<file path="src/rtl/set_bit_walker_pkg.sv">
// rtl/set_bit_walker_pkg.sv - shared types and helpers for the set-bit walker
package set_bit_walker_pkg;

    typedef enum logic [0:0] {
        IDLE = 1'b0,
        WALK = 1'b1
    } walk_state_t;

    function automatic int idx_w(input int w);
        return $clog2(w);
    endfunction

endpackage

</file>
<file path="src/rtl/tz_count.sv">
// rtl/tz_count.sv - combinational trailing-zero counter; all-zero input yields DATA_WIDTH
module tz_count #(
    parameter int DATA_WIDTH = 32
) (
    input  logic [DATA_WIDTH-1:0]         din,
    output logic [$clog2(DATA_WIDTH):0]   dout
);

    localparam int CW = $clog2(DATA_WIDTH) + 1;

    // Scan from MSB down so the lowest set bit is the last (winning) assignment.
    always_comb begin
        dout = CW'(DATA_WIDTH);
        for (int i = DATA_WIDTH - 1; i >= 0; i--) begin
            if (din[i]) begin
                dout = CW'(i);
            end
        end
    end

endmodule

</file>
<file path="src/rtl/set_bit_walker.sv">
// rtl/set_bit_walker.sv - walks the set bits of a word LSB-first, one index per beat
module set_bit_walker
    import set_bit_walker_pkg::*;
#(
    parameter  int DATA_WIDTH = 32,
    localparam int IDX_W      = idx_w(DATA_WIDTH)
) (
    input  logic                  clk,
    input  logic                  reset,
    input  logic                  in_valid,
    output logic                  in_ready,
    input  logic [DATA_WIDTH-1:0] din,
    output logic                  out_valid,
    input  logic                  out_ready,
    output logic [IDX_W-1:0]      out_idx,
    output logic                  out_last,
    output logic                  done
);

    walk_state_t           state_q, state_d;
    logic [DATA_WIDTH-1:0] word_q, word_d;
    logic                  done_q, done_d;

    logic [IDX_W:0]        tz_cnt;
    logic [DATA_WIDTH-1:0] word_low_clr;
    logic                  unused_tz_msb;

    tz_count #(
        .DATA_WIDTH (DATA_WIDTH)
    ) u_tz_count (
        .din  (word_q),
        .dout (tz_cnt)
    );

    // word_q is non-zero whenever WALK is active, so the counter MSB never matters.
    assign unused_tz_msb = tz_cnt[IDX_W];
    assign word_low_clr  = word_q & (word_q - DATA_WIDTH'(1));

    assign in_ready  = (state_q == IDLE);
    assign out_valid = (state_q == WALK);
    assign out_idx   = tz_cnt[IDX_W-1:0];
    assign out_last  = (state_q == WALK) && (word_low_clr == '0);
    assign done      = done_q;

    always_comb begin
        state_d = state_q;
        word_d  = word_q;
        done_d  = 1'b0;
        case (state_q)
            IDLE: begin
                if (in_valid) begin
                    if (din != '0) begin
                        word_d  = din;
                        state_d = WALK;
                    end else begin
                        done_d = 1'b1;
                    end
                end
            end
            WALK: begin
                if (out_ready) begin
                    word_d = word_low_clr;
                    if (out_last) begin
                        state_d = IDLE;
                        done_d  = 1'b1;
                    end
                end
            end
            default: begin
                state_d = IDLE;
            end
        endcase
    end

    always_ff @(posedge clk) begin
        if (reset) begin
            state_q <= IDLE;
            word_q  <= '0;
            done_q  <= 1'b0;
        end else begin
            state_q <= state_d;
            word_q  <= word_d;
            done_q  <= done_d;
        end
    end

endmodule
</file>
<file path="config.mk">
export PLATFORM = sky130hd
export DESIGN_NAME = set_bit_walker
export DESIGN_NICKNAME = d
export VERILOG_FILES = /design/src/rtl/set_bit_walker_pkg.sv /design/src/rtl/tz_count.sv /design/src/rtl/set_bit_walker.sv
export SDC_FILE = /design/constraint.sdc
export NUM_CORES = 1
export LEC_CHECK = 0
export BUFFER_PORTS_ARGS = -buffer_cell sky130_fd_sc_hd__buf_2
export CORE_MARGIN = 2
export CORE_UTILIZATION = 45
export CTS_CLUSTER_SIZE = 14
export DETAILED_ROUTE_END_ITERATION = 12
export PLACE_DENSITY = 0.78
export RECOVER_POWER = 25
export SLEW_MARGIN = 10
export SYNTH_ARGS = -nofsm -noshare
export SYNTH_HDL_FRONTEND = slang
export SYNTH_HIERARCHICAL = 1
export SYNTH_SLANG_ARGS = --single-unit
</file>
<file path="constraint.sdc">
create_clock -name clk -period 2.8 [get_ports clk]
set_input_delay 0.14 -clock clk [delete_from_list [all_inputs] [get_ports clk]]
set_output_delay 0.14 -clock clk [all_outputs]
set_load 0.02 [all_outputs]
</file>
Word-level counts from Yosys, hierarchy flattened
Index checks and enable logic that the tools add are counted.
Widths: inputs -> output; s select.
{ "totals": {"ff_bits": 34, "output_inout_bits": 9, "wordCells": 59} }
{ "classes": {"addsub": 1, "n_eq_ne": 3, "muxes": 46, "bitwise_logic": 2, "n_reduce_logical": 4} }
{ "op_table": {"columns": ["cell", "count"], "rows": [
  ["$mux 5", 32],
  ["$mux 32", 3],
  ["$pmux 32 s2", 1],
  ["$and 32x32->32", 1],
  ["$logic_not 32->1", 1],
  ["$reduce_bool 32->1", 1],
  ["$sub 32x1->32 const B", 1],
  ["$mux 1", 8],
  ["$ne 2x2->1 const B", 2],
  ["$pmux 1 s2", 2],
  ["$reduce_and 3->1", 1],
  ["$ne 2x1->1 const B", 1],
  ["$logic_and 1x1->1", 1],
  ["$not 1->1", 1]
]} }

Logic depth before layout (Yosys ltp)
{ "depth": {"depth_word": 32, "depth_mapped": 8} }

By module
Netlist, hierarchy kept.
{ "modules_own_cells": {"columns": ["module", "n_inst", "cells_each", "area_per_inst_um2", "seq_area_each_um2"], "rows": [
  ["set_bit_walker", 1, 272, 1960.6, 680.7],
  ["tz_count", 1, 65, 367.9, 0.0]
]} }

Worst setup path after synthesis
Ideal clock, no wire load.
{ "synth_timing": {"kind": "reg-to-output", "from": "reg word_q[0]", "to": "out out_last", "arrival_ps": 2498, "setup_slack_ps": 162, "stages_incl_launch_ff": 8, "path_buffers": 0, "path_cell_list": "dfxtp_1 -> nor4_4 -> nand4_2 -> nand4b_1 -> o21a_1 -> and4bb_2 -> o2111ai_1 -> nor4_1"} }
{ "synth_via": {"elab_chain_cells": 4} }
{ "synth_lines": {"columns": ["item", "line", "text"], "rows": [
  ["start, declared", "set_bit_walker.sv:21", "logic [DATA_WIDTH-1:0] word_q, word_d;"],
  ["start signal, assigned", "set_bit_walker.sv:82", "word_q <= word_d;"],
  ["$sub 32x1->32", "set_bit_walker.sv:37", "assign word_low_clr = word_q & (word_q - DATA_WIDTH'(1));"],
  ["$and 32x32->32 (*)", "set_bit_walker.sv:37", null],
  ["$logic_not 32->1 (*)", "set_bit_walker.sv:42", "assign out_last = (state_q == WALK) && (word_low_clr == '0);"],
  ["$logic_and 1x1->1 (*)", "set_bit_walker.sv:42", null],
  ["end, declared", "set_bit_walker.sv:16", "output logic out_last,"]
]} }
Every way passes the cells marked *; elsewhere a longest branch is shown, timed or not.

Worst setup path after layout
{ "layout_timing": {"from": "reg word_q[17]", "to": "out out_last"} }
Same word-level chain as after synthesis.

==> impl_metrics.env <==
export IMPL_gp_congestion=0.918
export IMPL_ir_worst_vdd_mv=0.335
export IMPL_cts_root_buf="clkbuf_8"
export IMPL_viasPerCell=6.03
export IMPL_dieArea_sq_um=5750
export IMPL_vias=2835
export IMPL_layout_drive_gt1_share_pct=24.3
export IMPL_io_buffers=44
export IMPL_grt_max_degree=35
export IMPL_drv_slew=0
export IMPL_timing_rr_end="word_q[11]$_SDFFE_PP0P_"
export IMPL_first_global_vias=2568
export IMPL_syn_avg_cell_area_sq_um=6.91
export IMPL_finClkSkew_ns=0.00422
export IMPL_period_share_pct=96.5
export IMPL_hp_start="din[19]"
export IMPL_min_path_cells=3
export IMPL_yosys_warnings=6
export IMPL_cts_buffers=5
export IMPL_crit_type="flop to output pin"
export IMPL_cts_buffer_depth=2
export IMPL_gr_total_overflow=0
export IMPL_multi_input_area_sq_um=1610
export IMPL_min_delay_path_class="input port to flop"
export IMPL_drtPass1Iterations=5
export IMPL_grt_pass1_wl_mm=12.1
export IMPL_p_leak_nw=1.12
export IMPL_cts_tree="built"
export IMPL_dpl_hpwl_mm=5.51
export IMPL_synth_fp_nets=372
export IMPL_seq_area_sq_um=689
export IMPL_fin_ws_ns=0.0992
export IMPL_die_x_um=75.8
export IMPL_hold_violations=0
export IMPL_netlist_area_sq_um=2320
export IMPL_antenna_found_initial=0
export IMPL_cp_arrival_ns=2.56
export IMPL_endpoint_kind="output pin"
export IMPL_finalCriticalPeriod_ns=2.70
export IMPL_clk_latency_ns=0.29
export IMPL_routed_wirelength_mm=7.37
export IMPL_n_antenna_cell=0
export IMPL_fmax_mhz=370
export IMPL_setup_violations=0
export IMPL_outcome="completed"
export IMPL_critPathRequiredTime_ns=2.66
export IMPL_dp_cells=456
export IMPL_holdBufCountCts=0
export IMPL_max_slew_margin_pct=26.6
export IMPL_rows=26
export IMPL_drc_errors=0
export IMPL_fill_cells=501
export IMPL_io_pins=45
export IMPL_core_sq_um=5040
export IMPL_numClockSinks=34
export IMPL_cp_start_kind="flop"
export IMPL_place_ws_ns=0.272
export IMPL_tightest_slew_ns=1.10
export IMPL_synthCells=336
export IMPL_drtAntennaViolNets=0
export IMPL_power_density_nw_per_um2=504
export IMPL_area_growth_pct=25.5
export IMPL_chipHeight_um=75.8
export IMPL_start_util_pct=46.1
export IMPL_drt_iter0_markers=210
export IMPL_instances_no_fill=470
export IMPL_ff2ff_path_depth=6
export IMPL_rsz0062_at_grt="yes"
export IMPL_path_clk_slew_ns=0.07
export IMPL_wl_per_cell_um=15.7
export IMPL_rrSetupSlack_ns=0.28
export IMPL_grt_usage_pct=27.6
export IMPL_worstReg2RegStart="out_valid$_SDFF_PP0_"
export IMPL_max_cap_violations=0
export IMPL_htree_levels=2
export IMPL_path_max_fanout=5
export IMPL_holdPathEnd="word_q[19]$_SDFFE_PP0P_"
export IMPL_final_nets=435
## layer usage
layer / GRT usage (%) / share of wire [%]
met2: 42.6 / 46
met1: 38.3 / 45
met4: 11.5 / 2.1
met3: 4.10 / 7.4
met5: 0 / 0
## flip-flops by register name, summed over array words and instances, names as in the netlist
name and flops:
word_q 32, done 1, out_valid 1
## through the flow
stage          hold slack [ns]  util [%]  setup TNS (ns)  area, sq um  total power (W)
5_1_grt                  0.108      57.8         -0.0765         2920          0.00156
3_3_place_gp             0.393      54.2               0         2730          0.00106
3_5_place_dp             0.400      54.2               0         2730          0.00107
4_1_cts                 0.0923      56.3               0         2840          0.00144
6_report                0.0955      57.8               0         2920          0.00147
2_1_floorplan            0.276         -               0         2320         0.000903
## cell type report
| class | count | share of cell area, % |
|---|---|---|
| Inverter | 9 | 1.16 |
| Clock inverter | 1 | 0.172 |
| Clock buffer | 7 | 2.96 |
| Tap cell | 70 | 3.00 |
| Sequential cell | 34 | 23.6 |
| Timing Repair Buffer | 70 | 13.9 |
| Multi-Input combinational cell | 279 | 55.2 |
## placed cells by master, fill, tap and decap left out, types with 2 or more instances in the layout
cell and instances:
nor3_2 2, a31oi_1 3, a21oi_1 43, o21ai_0 35
nand2_1 39, a211oi_1 3, nor4_2 4, nor3_1 11
clkbuf_1 6, nor3b_1 3, or2_2 4, o2111ai_1 2
dfxtp_4 2, nor2_1 42, nand4_2 2, o21a_1 4
o31ai_1 6, o41ai_2 2, nor4_1 20, or4_1 3
nand4_1 5, a21o_1 2, a2111oi_0 3, inv_1 9
or3_1 3, buf_4 24, and2_1 8, nand3_1 5
buf_2 41, o31a_1 2, dfxtp_1 31, clkbuf_8 6
## critical path, cell delays in order, from the launching register on
cell	delay, ns
dfxtp_1	0.32
nor4_2	0.52
nand4_1	0.32
o21ai_0	0.25
and4bb_2	0.27
o2111ai_2	0.10
nor4_2	0.29
buf_4	0.19
## report_power, final
group          switching, W  internal [W]  total [W]
combinational      0.000306      0.000222   0.000528
sequential        0.0000525      0.000516   0.000568
clock              0.000173      0.000198   0.000371
## timing repair
item / 4_1_cts / 5_1_grt
buffers inserted: 1 / 5
resized for setup: 1 / 16
pin swaps: 1 / 6
setup endpoints to repair: 1 / 1
cloned: 0 / 0
## worst max path at each step
stage / start / endpoint / cells after the start
after global placement: word_q[7]$_SDFFE_PP0P_ / out_last / 8
after CTS: word_q[17]$_SDFFE_PP0P_ / out_last / 7
final: word_q[17]$_SDFFE_PP0P_ / out_last / 7
after global routing: word_q[17]$_SDFFE_PP0P_ / out_last / 7
after floorplan: word_q[0]$_SDFFE_PP0P_ / out_last / 7
after detailed placement: word_q[7]$_SDFFE_PP0P_ / out_last / 8
Power figures use the tool's default switching activity.
